`src/rtl/maxpool2x2_engine.sv`:
```
// 2x2 stride-2 signed max-pool engine: walks a square feature map, issues four reads per window
// and writes one pooled pixel per cycle. Define MAXPOOL2X2_RELU_EN to clamp negative results to 0.
module maxpool2x2_engine #(
  parameter int IMG_W = 24,
  parameter int DW    = 16,
  localparam int AW_IN  = $clog2(IMG_W * IMG_W),
  localparam int AW_OUT = $clog2((IMG_W / 2) * (IMG_W / 2))
) (
  input  logic              clk,
  input  logic              reset,
  input  logic              start,
  output logic              busy,
  output logic              done,
  output logic [AW_IN-1:0]  rd_addr0,
  output logic [AW_IN-1:0]  rd_addr1,
  output logic [AW_IN-1:0]  rd_addr2,
  output logic [AW_IN-1:0]  rd_addr3,
  input  logic [DW-1:0]     rd_data0,
  input  logic [DW-1:0]     rd_data1,
  input  logic [DW-1:0]     rd_data2,
  input  logic [DW-1:0]     rd_data3,
  output logic              wr_en,
  output logic [AW_OUT-1:0] wr_addr,
  output logic [DW-1:0]     wr_data
);

  localparam int HALF = IMG_W / 2;
  localparam int CW   = (HALF > 1) ? $clog2(HALF) : 1;

  localparam logic [1:0] S_IDLE  = 2'd0;
  localparam logic [1:0] S_RUN   = 2'd1;
  localparam logic [1:0] S_DRAIN = 2'd2;
  localparam logic [1:0] S_DONE  = 2'd3;

  localparam logic [AW_IN-1:0] COL_STEP  = AW_IN'(2);
  localparam logic [AW_IN-1:0] ROW_STEP  = AW_IN'(IMG_W + 2);
  localparam logic [AW_IN-1:0] OFS_RIGHT = AW_IN'(1);
  localparam logic [AW_IN-1:0] OFS_DOWN  = AW_IN'(IMG_W);
  localparam logic [AW_IN-1:0] OFS_DIAG  = AW_IN'(IMG_W + 1);
  localparam logic [CW-1:0]    LAST_IDX  = CW'(HALF - 1);

  logic [1:0]        state_q, state_d;
  logic [CW-1:0]     col_q, col_d;
  logic [CW-1:0]     row_q, row_d;
  logic [AW_IN-1:0]  addr0_q, addr0_d;
  logic [AW_IN-1:0]  addr1_q, addr1_d;
  logic [AW_IN-1:0]  addr2_q, addr2_d;
  logic [AW_IN-1:0]  addr3_q, addr3_d;
  logic              drainCnt_q, drainCnt_d;
  logic              dataVld_q, dataVld_d;
  logic [AW_OUT-1:0] wrIdx_q, wrIdx_d;
  logic              wrEn_q, wrEn_d;
  logic [AW_OUT-1:0] wrAddr_q, wrAddr_d;
  logic [DW-1:0]     wrData_q, wrData_d;

  logic lastCol;
  logic lastWin;

  logic signed [DW-1:0] pix0, pix1, pix2, pix3;
  logic signed [DW-1:0] maxTop, maxBot, maxAll;
  logic [DW-1:0]        pooled;

  assign lastCol = (col_q == LAST_IDX);
  assign lastWin = lastCol && (row_q == LAST_IDX);

  // Window sequencer: addresses step incrementally, jumping over the odd row at each row end.
  always_comb begin
    state_d    = state_q;
    col_d      = col_q;
    row_d      = row_q;
    addr0_d    = addr0_q;
    addr1_d    = addr1_q;
    addr2_d    = addr2_q;
    addr3_d    = addr3_q;
    drainCnt_d = drainCnt_q;
    case (state_q)
      S_IDLE: begin
        if (start) begin
          state_d = S_RUN;
          col_d   = '0;
          row_d   = '0;
          addr0_d = '0;
          addr1_d = OFS_RIGHT;
          addr2_d = OFS_DOWN;
          addr3_d = OFS_DIAG;
        end
      end
      S_RUN: begin
        if (lastWin) begin
          state_d    = S_DRAIN;
          drainCnt_d = 1'b0;
        end else if (lastCol) begin
          col_d   = '0;
          row_d   = row_q + CW'(1);
          addr0_d = addr0_q + ROW_STEP;
          addr1_d = addr1_q + ROW_STEP;
          addr2_d = addr2_q + ROW_STEP;
          addr3_d = addr3_q + ROW_STEP;
        end else begin
          col_d   = col_q + CW'(1);
          addr0_d = addr0_q + COL_STEP;
          addr1_d = addr1_q + COL_STEP;
          addr2_d = addr2_q + COL_STEP;
          addr3_d = addr3_q + COL_STEP;
        end
      end
      S_DRAIN: begin
        if (drainCnt_q) begin
          state_d = S_DONE;
        end else begin
          drainCnt_d = 1'b1;
        end
      end
      S_DONE: begin
        state_d = S_IDLE;
        col_d   = '0;
        row_d   = '0;
        addr0_d = '0;
        addr1_d = '0;
        addr2_d = '0;
        addr3_d = '0;
      end
      default: state_d = S_IDLE;
    endcase
  end

  assign pix0 = $signed(rd_data0);
  assign pix1 = $signed(rd_data1);
  assign pix2 = $signed(rd_data2);
  assign pix3 = $signed(rd_data3);

  assign maxTop = (pix0 >= pix1) ? pix0 : pix1;
  assign maxBot = (pix2 >= pix3) ? pix2 : pix3;
  assign maxAll = (maxTop >= maxBot) ? maxTop : maxBot;

`ifdef MAXPOOL2X2_RELU_EN
  assign pooled = maxAll[DW-1] ? '0 : maxAll;
`else
  assign pooled = maxAll;
`endif

  // RAM data is valid the cycle after an address is issued; the write register follows it.
  always_comb begin
    dataVld_d = (state_q == S_RUN);
    wrEn_d    = dataVld_q;
    wrAddr_d  = dataVld_q ? wrIdx_q : '0;
    wrData_d  = dataVld_q ? pooled : '0;
    wrIdx_d   = wrIdx_q;
    if (state_q == S_IDLE) begin
      wrIdx_d = '0;
    end else if (dataVld_q) begin
      wrIdx_d = wrIdx_q + AW_OUT'(1);
    end
  end

  always_ff @(posedge clk or negedge reset) begin
    if (!reset) begin
      state_q    <= S_IDLE;
      col_q      <= '0;
      row_q      <= '0;
      addr0_q    <= '0;
      addr1_q    <= '0;
      addr2_q    <= '0;
      addr3_q    <= '0;
      drainCnt_q <= 1'b0;
      dataVld_q  <= 1'b0;
      wrIdx_q    <= '0;
      wrEn_q     <= 1'b0;
      wrAddr_q   <= '0;
      wrData_q   <= '0;
    end else begin
      state_q    <= state_d;
      col_q      <= col_d;
      row_q      <= row_d;
      addr0_q    <= addr0_d;
      addr1_q    <= addr1_d;
      addr2_q    <= addr2_d;
      addr3_q    <= addr3_d;
      drainCnt_q <= drainCnt_d;
      dataVld_q  <= dataVld_d;
      wrIdx_q    <= wrIdx_d;
      wrEn_q     <= wrEn_d;
      wrAddr_q   <= wrAddr_d;
      wrData_q   <= wrData_d;
    end
  end

  assign busy     = (state_q == S_RUN) || (state_q == S_DRAIN);
  assign done     = (state_q == S_DONE);
  assign rd_addr0 = addr0_q;
  assign rd_addr1 = addr1_q;
  assign rd_addr2 = addr2_q;
  assign rd_addr3 = addr3_q;
  assign wr_en    = wrEn_q;
  assign wr_addr  = wrAddr_q;
  assign wr_data  = wrData_q;

endmodule

```
`config.mk`:
```
export PLATFORM = sky130hd
export DESIGN_NAME = maxpool2x2_engine
export DESIGN_NICKNAME = d
export VERILOG_FILES = /design/src/rtl/maxpool2x2_engine.sv
export SDC_FILE = /design/constraint.sdc
export NUM_CORES = 1
export LEC_CHECK = 0
export ABC_AREA = 1
export BUFFER_PORTS_ARGS = -buffer_cell sky130_fd_sc_hd__buf_2
export CORE_MARGIN = 1
export CORE_UTILIZATION = 57
export CTS_BUF_LIST = sky130_fd_sc_hd__clkbuf_4 sky130_fd_sc_hd__clkbuf_8
export CTS_CLUSTER_DIAMETER = 40
export CTS_CLUSTER_SIZE = 16
export DETAILED_ROUTE_END_ITERATION = 8
export HOLD_SLACK_MARGIN = 0.03
export PLACE_DENSITY = 0.84
export SETUP_SLACK_MARGIN = 0.1
export SYNTH_ARGS = -nofsm -noshare
export SYNTH_HDL_FRONTEND = slang
export SYNTH_SLANG_ARGS = --single-unit
```
`constraint.sdc`:
```
create_clock -name clk -period 2.25 [get_ports clk]
set_input_delay 0.1125 -clock clk [delete_from_list [all_inputs] [get_ports clk]]
set_output_delay 0.1125 -clock clk [all_outputs]
set_load 0.05 [all_outputs]
```
==> flow_results.org, run 1 <==
** Yosys
- By count the netlist is led by sky130_fd_sc_hd__nand2_1 (168), sky130_fd_sc_hd__inv_1 (119), sky130_fd_sc_hd__dfrtp_1 (82), sky130_fd_sc_hd__nor2_1 (77), sky130_fd_sc_hd__ha_1 (67).
- Prevailing post-synth register cell :: sky130_fd_sc_hd__dfrtp_1
- Dominant cell type by area after synthesis :: sky130_fd_sc_hd__dfrtp_1
- The number of different library cells used by synthesis comes to 37.
- Number of flops mapped to enable cells by yosys :: 0
- Average cell area after synthesis :: 7.46 µm²
- Synthesis produced 788 cells.
- In this run the cell area of the synthesized design comes to 5880 µm².
- Post-synth top area share :: 0.349
- Post-synth ARST share :: 1.00
- Syn. warnings :: 0
- In the post-synthesis netlist, the biggest area contributors are sky130_fd_sc_hd__dfrtp_1 (35%), sky130_fd_sc_hd__ha_1 (14%), sky130_fd_sc_hd__nand2_1 (11%).
- The most common cell in the synthesized netlist is sky130_fd_sc_hd__nand2_1.
- FF+latch count, synth :: 82
- Part of the Yosys area used for sequential elements :: 0.349

** Die
- Measured along the y axis, the die boundary spans 104 µm.
- The floorplan has 36 rows.
- Floorplan die width :: 104 µm
- During I/O placement, the number of pins put on the boundary was 134.
- Initial core utilization :: 0.596

** CTS
- CTS Buf Count :: 9
- The cell sitting at the root of the clock tree is a sky130_fd_sc_hd__clkbuf_8.
- Maximum level of the CTS H-tree :: 3
- Max Root-Sink Buffers :: 2
- Num Clock Sinks :: 82

** Placed design
- After detailed placement, the design holds a cell count of 1154.
- Number of buffer cells added on primary ports :: 131
- Global placer's final weighted congestion :: 0.870
- DPL Wire Length :: 12200 µm

** Timing
- Once global-route timing repair stopped, the endpoint with the least setup slack was wr_data[3]$_DFF_PN0_/D.
- After the last repair the worst path ends at a sequential cell input.

** GRT
- Remaining global-route overflow :: 1345
- Entering global routing, the biggest net connects 47 pins.
- In the global route stage, overall resource usage came out at 1.04.

** Outcome
- Result of the run :: did not finish
- It got as far as global routing (5_1_grt) and failed there.
- The first error in the log reads "[ERROR GRT-0232] Routing congestion too high. Check the congestion heatmap in the GUI".
==> metal layers <==
metal | GRT overflow | global-route usage
met5 | 0 | 0.0762
met4 | 268 | 1.21
met3 | 5 | 0.680
met1 | 6 | 0.907
met2 | 1066 | 1.49
==> cell families after synthesis <==
| family | count (synthesis) | share of synthesized area |
|---|---|---|
| simple gates | 379 | 0.295 |
| buf+inv | 145 | 0.100 |
| compound gates | 109 | 0.105 |
| flops | 82 | 0.349 |
| fa+ha+maj | 67 | 0.143 |
| xor+xnor | 5 | 0.00745 |
| other cells | 1 | 0.000638 |
==> stage by stage <==
stage | setup TNS (ns) | setup slack [ns] | cell area [µm²]
CTS | -7.33 | -0.496 | 8250
detailed placement | -15.81 | -1.02 | 7720
global placement | -13.18 | -0.861 | 7720
floorplan | -7.61 | -0.488 | 6090
==> repair_timing <==
action | in CTS
resized for setup | 38
gates cloned | 1
setup endpoints to repair | 29
pin swaps | 9
hold buffers | 1
setup buffers | 14
hold endpoints to repair | 36
==> run 2: changes to the inputs <==
CORE_UTILIZATION = 40   (was 57)
CTS_BUF_LIST = not set   (was sky130_fd_sc_hd__clkbuf_4 sky130_fd_sc_hd__clkbuf_8)
CTS_CLUSTER_DIAMETER = not set   (was 40)
CTS_CLUSTER_SIZE = not set   (was 16)
HOLD_SLACK_MARGIN = not set   (was 0.03)
PLACE_DENSITY = not set   (was 0.84)
PLACE_DENSITY_LB_ADDON = 0.15   (was not set)
SETUP_SLACK_MARGIN = not set   (was 0.1)
==> flow_results.org, run 2 <==
** Yosys
- The sequential cell area fraction in the yosys report is 0.349 (unchanged).
- Most frequent cells after synthesis :: sky130_fd_sc_hd__nand2_1 (168), sky130_fd_sc_hd__inv_1 (119), sky130_fd_sc_hd__dfrtp_1 (82), sky130_fd_sc_hd__nor2_1 (77), sky130_fd_sc_hd__ha_1 (67)
- Among all flip-flop cells after synthesis, the most frequent one is sky130_fd_sc_hd__dfrtp_1.
- Post-synthesis instance area :: 5880 µm² (unchanged)
- Leading cell type by number of instances after synthesis :: sky130_fd_sc_hd__nand2_1
- Largest cells by area after synthesis :: sky130_fd_sc_hd__dfrtp_1 (35%), sky130_fd_sc_hd__ha_1 (14%), sky130_fd_sc_hd__nand2_1 (11%)
- The largest total area in the synthesized netlist belongs to sky130_fd_sc_hd__dfrtp_1.
- The count of warnings emitted by yosys came to 0 (unchanged).
- The number of synthesized register bits came to 82 (unchanged).
- Post-synth ARST share :: 1.00 (unchanged)
- The post-synthesis cell type count is 37 (unchanged).
- Number of cells produced by synthesis :: 788 (unchanged)
- Average cell area after synthesis :: 7.46 µm² (unchanged)
- Number of flops mapped to enable cells by yosys :: 0 (unchanged)
- Post-synth top area share :: 0.349 (unchanged)

** Detailed routing
- Routed wirelength normalized by instance count :: 13.7 µm
- Antenna-violating nets left :: 0
- Across all layers, the routed design uses 6155 vias.
- Using the TritonRoute via totals, the vias-per-cell ratio works out to 4.99.
- After the first detailed-routing iteration, the DRC count stood at 303.
- Number of search-and-repair iterations in the first detailed-routing pass :: 5
- In the routed design, unresolved DRC markers number 0.
- The final layout contains routed wiring with a total length of 17000 µm.

** Min path
- In this run the most critical hold path is launched from rd_data0[4].
- Number of stages on the worst hold path :: 6
- The path with the worst hold slack has its endpoint at wr_data[4].
- Hold Crit Class :: input pin to flip-flop

** Layout
- NumNets Final :: 1183
- Post-synthesis to final-layout area growth :: 54.7%
- Combined area of the multi-input logic cells :: 4090 µm²
- Layout cells sized above 1 :: 0.440
- The sequential cells in the finished layout cover a total of 2050 µm².
- Antenna cell count :: 0
- Most common library cell in the layout ignoring fill and taps :: sky130_fd_sc_hd__nand2_1
- Leading cell types in the layout, fill and taps excluded :: sky130_fd_sc_hd__nand2_1 (143), sky130_fd_sc_hd__buf_4 (124), sky130_fd_sc_hd__buf_2 (117)
- The register with the most flip-flops in the layout has 16 of them.
- Post-route insts no fill :: 1234
- Layout fillers :: 1241

** CTS
- The number of clock sinks came to 82 (unchanged).
- Clk_lat worst skew :: 0.35 ns
- Max Root-Sink Buffers :: 2 (unchanged)
- Clock-pin slew was measured on the worst setup and hold paths at 0.07 ns.
- CTS Buf Count :: 9 (unchanged)
- Root buf cell :: sky130_fd_sc_hd__clkbuf_16
- The maximum level of the CTS H-tree was 3 (unchanged).
- Clock tree from TritonCTS :: done

** Outcome
- The run finished, with violations left.
- Failing checks :: negative setup slack

** Timing
- The worst pin sits at a relative slew slack of 0.638.
- Based on the critical path, the design can be clocked at up to 364 MHz.
- Setup Skew :: 0.00907 ns
- Of the available clock period, the critical path in the final layout requires 1.22.
- Actual transition at the worst max-transition pin :: 0.542 ns
- Adding up every negative setup slack in the final design gives -6.59 ns.
- Once routing completed, OpenROAD measured the worst setup slack at -0.501 ns.
- Setup repair after global routing could not meet its margin everywhere.
- For the finished layout, the period the worst path requires is 2.75 ns.
- The number of hold-slack violations in the final timing report came to 0.
- The number of pins exceeding their max-slew limit in the final report came to 0.
- Setup violations remaining at the end of the flow were counted as 16.

** Placed design
- The placed cell count was 1195 (+3.6%).
- The count of input and output buffers was 131 (unchanged).
- The total half-perimeter wirelength after legalization and detailed placement came to 12100 µm (-0.89%).
- The final weighted congestion of routability-driven global placement was 0.855 (-1.7%).

** Critical path
- Kind of start point of the critical path :: input pin
- Along the worst path, the maximum fanout reaches 15.
- Worst setup path class :: input pin to flip-flop
- Arrival time at the worst endpoint :: 2.99 ns
- Setup slack of the most critical reg-to-reg path :: 0.12 ns
- Worst reg2reg endpoint :: rd_addr3[8]
- CP startpoint :: rd_data1[14]
- Worst flop-to-flop path startpoint :: col_q[0]
- The worst setup path is captured at a flip-flop.
- For the worst flop-to-flop path, the logic depth is 13.
- Data on the critical path is required at its endpoint by 2.49 ns.

** Power and ir drop
- Switching power as a share of total power :: 0.478
- Clock power frac :: 0.193
- Power share of the combinational group :: 0.557
- The design draws 8040 µW.
- Dividing total power by cell area gives a power density of 884 nW/µm².
- P_sw :: 3840 µW
- The share of total power dissipated in sequential elements is 0.250.
- In this run the static leakage power is 0.00479 µW.
- VDD IR max :: 0.664 mV
- Internal Power :: 4200 µW

** Die
- Die area :: 15200 µm²
- The initial core utilization came to 0.417 (-0.179).
- In this run the standard cell core region covers 14100 µm².
- Floorplan die width :: 123 µm (+19%)
- IO Count :: 134 (unchanged)
- The y dimension of the die is 123 µm (+19%).
- FP Rows :: 43 (+19%)

** GRT
- The number of antenna violations at the first check in global routing is 0.
- After global routing the overflow that remains totals 0.
- For this run, the total global-route usage over all layers was measured as 0.224.
- Entering global routing, the biggest net connects 43 pins.
- The first global-routing pass estimated 26500 µm of wire.
- Number of global-route vias before repair :: 5729

** Job
- Max-cap violations in this run came to 0.
## run 2: per-layer routing
layer	wire length [µm]	vias to the layer above	track usage
met3	682	15	0.0406
met1	7490	2881	0.286
met5	0	-	0
met2	8580	138	0.388
met4	199	0	0.0557
li1	-	3121	-
## run 2: critical path, stage by stage
cell                      delay (ns)
sky130_fd_sc_hd__buf_2          0.09
sky130_fd_sc_hd__inv_1          0.04
sky130_fd_sc_hd__ha_1           0.26
sky130_fd_sc_hd__nand2_1        0.06
sky130_fd_sc_hd__inv_1          0.06
sky130_fd_sc_hd__nand3_2        0.07
sky130_fd_sc_hd__inv_1          0.07
sky130_fd_sc_hd__a21oi_4        0.18
sky130_fd_sc_hd__nand2_2        0.08
sky130_fd_sc_hd__nand2_4        0.12
sky130_fd_sc_hd__nand3_4        0.18
sky130_fd_sc_hd__nand2_1        0.18
sky130_fd_sc_hd__nand2_2        0.10
sky130_fd_sc_hd__ha_4           0.25
sky130_fd_sc_hd__a21oi_1        0.15
sky130_fd_sc_hd__o21a_1         0.15
sky130_fd_sc_hd__nand2_1        0.05
sky130_fd_sc_hd__nand2_1        0.09
sky130_fd_sc_hd__nand2_1        0.07
sky130_fd_sc_hd__nand2_2        0.08
sky130_fd_sc_hd__nand3_4        0.10
sky130_fd_sc_hd__buf_12         0.18
sky130_fd_sc_hd__nor2_1         0.20
sky130_fd_sc_hd__nor2_2         0.05
## run 2: power by group through the flow
stage / combinational, µW / sequential [µW] / clock, µW
2_1_floorplan: 1990 / 2760 / 0
3_3_place_gp: 3880 / 2030 / 0
3_5_place_dp: 3910 / 2020 / 0
4_1_cts: 4140 / 2010 / 1580
5_1_grt: 4910 / 2060 / 1650
6_report: 4480 / 2010 / 1550
## run 2: cells by family (layout without fill, tap and decap cells)
group           Yosys count  after routing  share of synthesized area
compound gates          109            109                      0.105
xor+xnor                  5              5                    0.00745
fa+ha+maj                67             67                      0.143
buf+inv                 145            408                      0.100
flops                    82             82                      0.349
other cells               1              2                   0.000638
simple gates            379            381                      0.295
## run 2: area by class of cell
type                       instances  share of cell area
clock buffer                       9              0.0248
clock inverter                     7             0.00922
inverter                         121              0.0542
multi-input combinational        564               0.449
sequential                        82               0.226
tap                              180              0.0248
timing repair buffer             271               0.212
## run 2: stage by stage
stage / setup slack [ns] / cell area [µm²] / utilization / hold WS, ns
after floorplan: -0.488 / 6090 / - / -0.183
after global placement: -0.976 / 7740 / 0.549 / 0.128
after detailed placement: -1.03 / 7740 / 0.549 / 0.133
after CTS: -0.398 / 8400 / 0.596 / 0.225
after global routing: -0.674 / 9090 / 0.645 / 0.287
final: -0.501 / 9090 / 0.645 / 0.241
## run 2: worst max path at each step
| stage | end | slack [ns] | cells past startpoint |
|---|---|---|---|
| global placement | wr_data[11] | -0.98 | 23 |
| CTS | wr_data[9] | -0.40 | 26 |
| detailed placement | wr_data[9] | -1.03 | 25 |
| floorplan | wr_data[10] | -0.49 | 25 |
| finish | wr_data[9] | -0.50 | 24 |
| global route | wr_data[7] | -0.67 | 28 |
## run 2: repair_timing
item | 4_1_cts | 5_1_grt
pin swaps | 6 | 44
hold endpoints to repair | 40 | 0
endpoints found under the setup margin | 16 | 39
hold buffers | 1 | 0
setup buffers | 8 | 9
cloned | 4 | 1
gates resized for setup | 53 | 134
Note: power is estimated with default switching activity, not from simulation.
